## src/rtl/nanorv32_trace_serializer_pkg.sv

```systemverilog
// Shared trace-line parameters for the nanorv32 trace serializer.
// Contents: ASCII character constants, the two line lengths, the byte-index
// boundaries of each field in a line, the record width/layout, and the
// serializer state type.
package nanorv32_trace_serializer_pkg;

  localparam logic [7:0] CH_SPACE       = 8'h20;
  localparam logic [7:0] CH_EQ          = 8'h3D;
  localparam logic [7:0] CH_NL          = 8'h0A;
  localparam logic [7:0] HEX_DIGIT_BASE = 8'h30;
  // 0x57 + 10 = 'a', so nibbles 10..15 map to lowercase a..f
  localparam logic [7:0] HEX_ALPHA_BASE = 8'h57;

  localparam logic [4:0] LINE_LEN_NOWR = 5'd16;
  localparam logic [4:0] LINE_LEN_WR   = 5'd30;

  localparam logic [4:0] IDX_PC_LAST    = 5'd7;
  localparam logic [4:0] IDX_SP0        = 5'd8;
  localparam logic [4:0] IDX_MN_FIRST   = 5'd9;
  localparam logic [4:0] IDX_MN_LAST    = 5'd14;
  localparam logic [4:0] IDX_SEP        = LINE_LEN_NOWR - 5'd1;
  localparam logic [4:0] IDX_RD_FIRST   = 5'd16;
  localparam logic [4:0] IDX_RD_LAST    = 5'd19;
  localparam logic [4:0] IDX_EQ         = 5'd20;
  localparam logic [4:0] IDX_DATA_FIRST = 5'd21;
  localparam logic [4:0] IDX_DATA_LAST  = 5'd28;
  localparam logic [4:0] IDX_NL_WR      = LINE_LEN_WR - 5'd1;

  localparam int REC_W = 145;

  typedef struct packed {
    logic [31:0] pc;
    logic [47:0] ascii_chain;
    logic [31:0] rd_ascii;
    logic        rd_we;
    logic [31:0] rd_data;
  } trace_rec_t;

  typedef enum logic {
    ST_IDLE = 1'b0,
    ST_EMIT = 1'b1
  } ser_state_t;

endpackage

```

## src/rtl/nanorv32_trace_fifo.sv

```systemverilog
// Generic synchronous FIFO with a registered occupancy count.
// Ports: clk, rst_n (sync, active-low), push/wdata, pop/rdata (head, valid
// while !empty), full (count == DEPTH), empty, count.
// A push while full or a pop while empty is ignored. DEPTH must be a power
// of 2 so the pointers wrap naturally.
module nanorv32_trace_fifo #(
  parameter int WIDTH = 8,
  parameter int DEPTH = 4,
  localparam int PTR_W = $clog2(DEPTH),
  localparam int CNT_W = PTR_W + 1
) (
  input  logic             clk,
  input  logic             rst_n,
  input  logic             push,
  input  logic [WIDTH-1:0] wdata,
  input  logic             pop,
  output logic [WIDTH-1:0] rdata,
  output logic             full,
  output logic             empty,
  output logic [CNT_W-1:0] count
);

  logic [WIDTH-1:0] mem [DEPTH];
  logic [PTR_W-1:0] wr_ptr;
  logic [PTR_W-1:0] rd_ptr;
  logic             push_ok;
  logic             pop_ok;

  assign full    = (count == CNT_W'(DEPTH));
  assign empty   = (count == '0);
  assign push_ok = push && !full;
  assign pop_ok  = pop && !empty;
  assign rdata   = mem[rd_ptr];

  always_ff @(posedge clk) begin
    if (push_ok) mem[wr_ptr] <= wdata;
  end

  always_ff @(posedge clk) begin
    if (!rst_n) begin
      wr_ptr <= '0;
      rd_ptr <= '0;
      count  <= '0;
    end else begin
      if (push_ok) wr_ptr <= wr_ptr + PTR_W'(1);
      if (pop_ok)  rd_ptr <= rd_ptr + PTR_W'(1);
      case ({push_ok, pop_ok})
        2'b10:   count <= count + CNT_W'(1);
        2'b01:   count <= count - CNT_W'(1);
        default: count <= count;
      endcase
    end
  end

endmodule

```

## src/rtl/nanorv32_trace_serializer.sv

```systemverilog
// Trace serializer: buffers retired-instruction records and emits one ASCII
// line per record over a valid/ready byte stream.
// Ports: clk, rst_n (sync, active-low); trace_* retire-event inputs;
// tx_valid/tx_data/tx_ready byte stream; drop_count (saturating count of
// records lost to a full FIFO); busy (FIFO non-empty or line in progress).
//
// state   | meaning
// --------+--------------------------------------------------------------
// ST_IDLE | no line in progress; pops the FIFO head when one is available
// ST_EMIT | tx_valid high, stepping idx through the shadowed record's line
module nanorv32_trace_serializer
  import nanorv32_trace_serializer_pkg::*;
#(
  parameter int FIFO_DEPTH = 4,
  parameter int DROP_CNT_W = 16
) (
  input  logic                  clk,
  input  logic                  rst_n,
  input  logic                  trace_valid,
  input  logic [31:0]           trace_pc,
  input  logic [47:0]           trace_ascii_chain,
  input  logic [31:0]           trace_rd_ascii,
  input  logic                  trace_rd_we,
  input  logic [31:0]           trace_rd_data,
  output logic                  tx_valid,
  output logic [7:0]            tx_data,
  input  logic                  tx_ready,
  output logic [DROP_CNT_W-1:0] drop_count,
  output logic                  busy
);

  localparam int CNT_W = $clog2(FIFO_DEPTH) + 1;

  function automatic logic [7:0] hex_char(input logic [3:0] n);
    if (n < 4'd10) return HEX_DIGIT_BASE + {4'h0, n};
    else           return HEX_ALPHA_BASE + {4'h0, n};
  endfunction

  // Byte i of the line for record r; fields are MSB-first within the record.
  function automatic logic [7:0] line_byte(input trace_rec_t r, input logic [4:0] i);
    logic [4:0] nsh;
    logic [5:0] bsh;
    logic [7:0] b;
    nsh = '0;
    bsh = '0;
    b   = 8'h00;
    if (i <= IDX_PC_LAST) begin
      nsh = 5'd28 - {i[2:0], 2'b00};
      b   = hex_char(r.pc[nsh +: 4]);
    end else if (i == IDX_SP0) begin
      b = CH_SPACE;
    end else if (i <= IDX_MN_LAST) begin
      bsh = 6'd40 - {3'(i - IDX_MN_FIRST), 3'b000};
      b   = r.ascii_chain[bsh +: 8];
    end else if (i == IDX_SEP) begin
      b = r.rd_we ? CH_SPACE : CH_NL;
    end else if (i <= IDX_RD_LAST) begin
      nsh = 5'd24 - {2'(i - IDX_RD_FIRST), 3'b000};
      b   = r.rd_ascii[nsh +: 8];
    end else if (i == IDX_EQ) begin
      b = CH_EQ;
    end else if (i <= IDX_DATA_LAST) begin
      nsh = 5'd28 - {3'(i - IDX_DATA_FIRST), 2'b00};
      b   = hex_char(r.rd_data[nsh +: 4]);
    end else if (i == IDX_NL_WR) begin
      b = CH_NL;
    end
    return b;
  endfunction

  trace_rec_t       rec_in;
  trace_rec_t       rec_head;
  trace_rec_t       shadow;
  ser_state_t       state;
  logic [4:0]       idx;
  logic [4:0]       last_idx;
  logic             fifo_full;
  logic             fifo_empty;
  logic             fifo_pop;
  logic [CNT_W-1:0] fifo_count;

  assign rec_in   = {trace_pc, trace_ascii_chain, trace_rd_ascii, trace_rd_we, trace_rd_data};
  assign fifo_pop = (state == ST_IDLE) && !fifo_empty;
  assign last_idx = shadow.rd_we ? IDX_NL_WR : IDX_SEP;
  assign busy     = (state == ST_EMIT) || (fifo_count != '0);

  nanorv32_trace_fifo #(
    .WIDTH (REC_W),
    .DEPTH (FIFO_DEPTH)
  ) u_fifo (
    .clk   (clk),
    .rst_n (rst_n),
    .push  (trace_valid),
    .wdata (rec_in),
    .pop   (fifo_pop),
    .rdata (rec_head),
    .full  (fifo_full),
    .empty (fifo_empty),
    .count (fifo_count)
  );

  always_ff @(posedge clk) begin
    if (!rst_n) begin
      state      <= ST_IDLE;
      idx        <= '0;
      shadow     <= '0;
      tx_valid   <= 1'b0;
      tx_data    <= 8'h00;
      drop_count <= '0;
    end else begin
      // Full is the registered count, so a same-cycle pop does not save the push.
      if (trace_valid && fifo_full && (drop_count != '1))
        drop_count <= drop_count + DROP_CNT_W'(1);

      case (state)
        ST_IDLE: begin
          if (!fifo_empty) begin
            shadow   <= rec_head;
            idx      <= '0;
            tx_valid <= 1'b1;
            tx_data  <= line_byte(rec_head, 5'd0);
            state    <= ST_EMIT;
          end
        end
        ST_EMIT: begin
          if (tx_ready) begin
            if (idx == last_idx) begin
              tx_valid <= 1'b0;
              state    <= ST_IDLE;
            end else begin
              idx     <= idx + 5'd1;
              tx_data <= line_byte(shadow, idx + 5'd1);
            end
          end
        end
        default: state <= ST_IDLE;
      endcase
    end
  end

endmodule

```

## config.mk

```make
export PLATFORM = sky130hd
export DESIGN_NAME = nanorv32_trace_serializer
export DESIGN_NICKNAME = d
export VERILOG_FILES = /design/src/rtl/nanorv32_trace_serializer_pkg.sv /design/src/rtl/nanorv32_trace_fifo.sv /design/src/rtl/nanorv32_trace_serializer.sv
export SDC_FILE = /design/constraint.sdc
export NUM_CORES = 1
export LEC_CHECK = 0
export CAP_MARGIN = 20
export CORE_UTILIZATION = 35
export DETAILED_ROUTE_END_ITERATION = 7
export GPL_TIMING_DRIVEN = 1
export HOLD_SLACK_MARGIN = 0.08
export PLACE_DENSITY = 0.51
export SLEW_MARGIN = 15
export SYNTH_ARGS = -nofsm -noshare
export SYNTH_HDL_FRONTEND = slang
export SYNTH_SLANG_ARGS = --single-unit
export TNS_END_PERCENT = 30
```

## constraint.sdc

```tcl
create_clock -name clk -period 14 [get_ports clk]
set_input_delay 2.8 -clock clk [delete_from_list [all_inputs] [get_ports clk]]
set_output_delay 2.8 -clock clk [all_outputs]
set_load 0.005 [all_outputs]
```

* Word-level counts from Yosys, hierarchy flattened
Memory sizes are Yosys's and may differ from the RTL's. A register that Yosys moved wholly into a read port is not among the register bits.
Cells that the tools add are included.
** Cells by class
- Add/sub/neg operators :: 19
- Magnitude comparators :: 7
- Equality and inequality tests :: 13
- Shift-type cells :: 4
- Mux-type cells :: 34
- Bitwise operators :: 2
- Reductions and logical operators :: 14
** Operators by type and width (count)
- two-way mux 8 bit :: 13
- variable part select 32 x 6 -> 4 bit :: 2
- variable part select 48 x 7 -> 8 bit :: 1
- variable part select 32 x 6 -> 8 bit :: 1
- adder 7 x 4 -> 8 bit, first input constant :: 3
- adder 6 x 4 -> 7 bit, first input constant :: 3
- two-way mux 5 bit :: 4
- adder 16 x 1 -> 16 bit, second input constant :: 1
- inequality test 16 bit, second input constant :: 1
- case mux 8 bit (2 select lines) :: 1
- subtractor 5 bit, first input constant :: 3
- less-than comparator 4 bit, second input constant :: 3
- equality test 5 x 4 -> 1 bit, second input constant :: 2
- equality test 5 bit, second input constant :: 2
- <= comparator 5 bit, second input constant :: 2
- case mux 5 bit (2 select lines) :: 1
- two-way mux 1 bit :: 8
- two-way mux 6 bit :: 1
- inequality test 2 bit, second input constant :: 3
- case mux 3 bit (2 select lines) :: 1
- AND reduction 3 bit :: 2
- subtractor 3 x 1 -> 3 bit, second input constant :: 2
- subtractor 6 bit, first input constant :: 1
- adder 5 x 1 -> 5 bit, second input constant :: 1
- other kinds (22) :: 31
** Storage, ports and cells
- Register bits after elaboration :: 183
- Memory bits (writable) :: 580
- Bits of input ports :: 149
- Output and inout port bits :: 26
- Memories :: 1
** Memory list
- u_fifo.mem :: depth 4, width 145, rd ports 1, clocked after memory_dff 1, wr ports 1, line nanorv32_trace_fifo.sv:23 : logic [WIDTH-1:0] mem [DEPTH];

* Logic depth before layout (Yosys ltp)
- Word-level depth :: 16
- Depth in mapped cells :: 16
- Gate-level depth less buffers :: 12

* Modules after synthesis
Synthesis repeated with hierarchy kept, for this count alone.
** Second synthesis, totals
- Cell total of the unflattened synthesis :: 1835
- Area, all modules :: 30172.7 um2
** By module, submodules not included
- nanorv32_trace_fifo :: times used 1, cells an instance 811, area each 21373.0 um2, seq. area each 17596.9 um2
- nanorv32_trace_serializer :: times used 1, cells an instance 1024, area each 8799.7 um2, seq. area each 3523.4 um2

* Worst setup path after synthesis
No wires, ideal clock.
- Path kind :: input to register
- Start point :: in trace_valid
- End point :: mem u_fifo.mem[0][0] (netlist bit) (enable)
- Library setup time :: 522 ps
- Data arrival time :: 6553 ps
- Data required time :: 13478 ps
- Setup slack :: 6925 ps
- Cell stages on the path :: 2
- Path buffers :: 0
- Cell sequence :: a21boi_1 and2_1
** Between the ends
- Longest elaborated chain between the ends :: 3
** Ends and longest elaborated chain
- from (decl) :: line nanorv32_trace_serializer.sv:19 : input logic trace_valid,
- logical AND 1 bit :: line nanorv32_trace_fifo.sv:31 : assign push_ok = push && !full;
- two-way mux 1 bit :: line nanorv32_trace_fifo.sv:36 : if (push_ok) mem[wr_ptr] <= wdata;
- two-way mux 1 bit (implied by the code) :: line nanorv32_trace_fifo.sv:36
- to (decl) :: line nanorv32_trace_fifo.sv:23
Every way passes these cells.

* Worst setup path in the final report
- Start point :: reg state
- End point :: out busy
** Between the ends
- Longest elaborated chain between the ends :: 1
** Ends and longest elaborated chain
- from (decl) :: line nanorv32_trace_serializer.sv:74 : ser_state_t state;
- from (signal assigned) :: line nanorv32_trace_serializer.sv:104 : state <= ST_IDLE;
- from (signal assigned) :: line nanorv32_trace_serializer.sv:122 : state <= ST_EMIT;
- from (signal assigned) :: line nanorv32_trace_serializer.sv:129 : state <= ST_IDLE;
- logical OR 1 bit :: line nanorv32_trace_serializer.sv:85 : assign busy = (state == ST_EMIT) || (fifo_count != '0);
- to (decl) :: line nanorv32_trace_serializer.sv:29 : output logic busy
Every way passes these cells.

==> summary by stage <==
STA
The worst pin sits at a relative slew slack of 30.2%. Between clock sinks in the finished design, the worst skew comes to 0.0179 ns. Setup violations remaining at the end of the flow were counted as 0. Timing would allow up to 190 MHz. Final hold analysis gives a worst-case slack of 0.451 ns. The shortest period the worst path allows is 5.27 ns. Setup total negative slack on the finished layout was measured at 0 ns. The hold violation total from the final report is 0. Setup repair after global routing left no endpoint under its margin. The final critical path takes up 37.7% of the cycle.

The slew at the pin with the worst max-slew slack is 1.05 ns. The count of final max-slew check failures is 0.

Die
The die is 294 um tall. Once the floorplan was initialized, standard cells occupied 35.4% of the core. In this run the horizontal extent of the chip is 294 um.

The cell row count is 106. The placeable core area is 84000 um2. 175 I/O pins were placed. The die footprint is 86200 um2.

CTS
The post-cts sizing count is 0. CTS built an H-tree with a depth of 3. For this design, the sink count on the clock tree is 765. The number of buffers inserted by hold repair at cts is 0. Clock latency on the worst-skew pair, taken at its later pin, is 0.62 ns. Clock-pin slew was measured on the worst setup and hold paths at 0.06 ns.

The number of buffers on the longest clock path is 3. The number of CTS-inserted buffers is 81. TritonCTS built the clock tree.

The root buffer cell chosen for the clock tree is sky130_fd_sc_hd__clkbuf_16. The post-CTS repair timing setup buffer count is 0.

Pwr
The total leakage power is 0.0113 uW. Across the VDD grid, the largest voltage drop is 0.127 mV. The power per unit of standard cell area is 196 nW/um2.

Hold path
The type of the tightest min-delay check is register to register.

Setup path
For this design, the slowest cell found on the critical path is sky130_fd_sc_hd__nor4_1. The highest fanout seen on the critical path is 14. The kind of cell with the highest combined delay along the critical path is buffers and inverters. STA classifies the critical path startpoint as a register. The largest incremental delay on the critical path is 0.62 ns.

The worst setup path is of the register to output port kind. STA classifies the critical path endpoint as an output port. The number of buffers and inverters on the critical path is 2.

The required time reported for the critical path endpoint is 11.20 ns. The data arrival time of the worst path is 2.47 ns. The critical path goes through nor4_1 > inv_1 > clkdlybuf4s50_1.

Layout
In the layout the commonest cells are sky130_fd_sc_hd__edfxtp_1 (580), sky130_fd_sc_hd__nand2_1 (318), sky130_fd_sc_hd__dfxtp_1 (182), sky130_fd_sc_hd__clkdlybuf4s50_1 (174), sky130_fd_sc_hd__mux4_2 (170). Cells fill 42.1% of the core in the end. After the last flow step, the layout net total stands at 2188. Cells with a size suffix above 1 make up 16.6% of the layout. The layout has 7579 filler cells. The count of cells in the finished layout, fillers not included, comes to 3228.

The most frequent standard cell in the layout excluding fill and tap cells is sky130_fd_sc_hd__edfxtp_1. The layout-stage area growth over the synthesis result is 18.7%. The area of all placed cells without fillers is 35300 um2.

Global routing
The total grt overflow is 0. The global-route usage over all layers is 16.5%. The initial antenna violation count is 4. The number of global-route vias before repair is 16900. The wire length of the first global-routing pass is 106 mm. The largest net degree at the start of global routing is 111.

Synth
For this run, the leading register cell type out of synthesis is sky130_fd_sc_hd__edfxtp_1. After synthesis, the cell types taking the most area are sky130_fd_sc_hd__edfxtp_1 (59%), sky130_fd_sc_hd__mux4_2 (13%), sky130_fd_sc_hd__dfxtp_1 (12%). Counting flops with a built-in enable in the synthesized netlist gives 580. The top cell type's share of synthesized area is 58.5%.

The count of warnings emitted by yosys is 0. The proportion of register bits with asynchronous set or reset after synthesis is 0%. The post-synthesis area per instance is 16.1 um2.

The total standard cell area after synthesis is 29800 um2. Synthesis produced 1853 cells. The sequential share of the synthesized area is 71.0%.

The largest total area in the synthesized netlist belongs to sky130_fd_sc_hd__edfxtp_1. The synthesized design contains 765 register bits. The number of distinct standard cells referenced by the synthesized netlist is 74. The post-synthesis net count is 2016.

Placed design
At the end of routability-driven placement, the weighted congestion stood at 0.832. The number of placed instances, taps included, is 3076. The post-detailed-placement cell area is 32600 um2. Detailed placement finished with a half-perimeter wire length of 43.0 mm. In this run the tool buffered the top-level ports with 174 buffer cells.

Drt
In this run the remaining antenna-violating nets after routing total 0. The total wire length is 70.7 mm. The first TritonRoute pass finished after 5 iterations. The average wire per cell in the routed design is 21.9 um. The via count is 16400. In the routed design, unresolved DRC markers number 0. The number of DRC markers after the initial detailed-route iteration is 1182. The average vias per placed instance is 5.07.

Flow run
The tool flagged a number of max-cap violations equal to 0.

Run status
The flow ran to the end, and the final reports show no timing, DRC or antenna violations.
[final timing paths]
path                endpoint  slack, ns        from  cells past startpoint
hold / removal    shadow[95]       0.45  shadow[95]                      2
setup / recovery        busy       8.73       state                      3
setup reg to reg  tx_data[2]       9.58      idx[0]                     11
hold reg to reg   shadow[95]       0.45  shadow[95]                      2
[layer usage]
metal  vias up  wire [um]  global-route usage, %
met5         -         27                      0
met4         4       1520                   5.08
met3       100       3410                   2.70
met2       374      34300                   27.2
met1      8462      31400                   22.4
li1       7433          -                      -
[power breakdown]
part           switching [uW]  internal (uW)  leakage, uW
Combinational            1020            665      0.00311
Clock                     870           1290      0.00132
Sequential                208           2860      0.00684
[registers in the layout (all words and copies together), names as in the netlist, named ones only]
name	cells
tx_data	8
u_fifo.rd_ptr	2
u_fifo.mem	580
shadow	145
u_fifo.count	3
tx_valid	1
u_fifo.wr_ptr	2
drop_count	16
state	1
idx	5
[per-stage QoR]
stage	power [uW]	worst slack, ns
finish	6910	8.73
global route	7280	8.49
CTS	7020	8.64
detailed placement	4840	8.06
global placement	4810	8.07
floorplan	4260	6.93
[cell usage after synthesis, types with 6 or more instances]
master,count
sky130_fd_sc_hd__buf_4,7
sky130_fd_sc_hd__and2_1,10
sky130_fd_sc_hd__nand3_1,17
sky130_fd_sc_hd__ha_1,13
sky130_fd_sc_hd__mux4_2,170
sky130_fd_sc_hd__clkbuf_1,69
sky130_fd_sc_hd__nand2_1,318
sky130_fd_sc_hd__o22ai_1,7
sky130_fd_sc_hd__xnor2_1,7
sky130_fd_sc_hd__mux2i_1,12
sky130_fd_sc_hd__edfxtp_1,580
sky130_fd_sc_hd__a2111oi_0,9
sky130_fd_sc_hd__and3_1,6
sky130_fd_sc_hd__nor2b_1,12
sky130_fd_sc_hd__inv_1,27
sky130_fd_sc_hd__buf_6,8
sky130_fd_sc_hd__nor2_1,61
sky130_fd_sc_hd__a31oi_1,7
sky130_fd_sc_hd__xor2_1,15
sky130_fd_sc_hd__o21ai_0,15
sky130_fd_sc_hd__a21oi_1,167
sky130_fd_sc_hd__nor3_1,14
sky130_fd_sc_hd__buf_2,19
sky130_fd_sc_hd__dfxtp_1,185
[cell type report]
class / instances / area [um2] / share of cell area, %
diodes: 1 / 2.50 / 0.00709
clock buffers: 113 / 2250 / 6.37
clock inverters: 38 / 454 / 1.29
inverters: 29 / 116 / 0.330
multi-input cells: 951 / 8030 / 22.7
flip-flops and latches: 765 / 21100 / 59.8
well taps: 1134 / 1420 / 4.02
repair buffers: 197 / 1910 / 5.42
[worst min-delay path, stage by stage, from the launching register on]
cell and delay (ns):
sky130_fd_sc_hd__dfxtp_1 0.30, sky130_fd_sc_hd__nand2_1 0.05, sky130_fd_sc_hd__a21oi_1 0.05
[logic make-up (layout without fill, tap and decap cells)]
family                   count (synthesis)  in the layout  synth area share [%]
AO/OA/AOI/OAI                          249            249                  5.12
flip-flops                             765            765                  71.0
XOR/XNOR                                25             25                 0.811
other                                    0              1                     0
multiplexers                           189            189                  13.6
AND/OR/NAND/NOR                        474            474                  6.82
buffers and inverters                  137            377                  2.10
adder cells (fa/ha/maj)                 14             14                 0.614
Note: power is estimated with default switching activity, not from simulation.
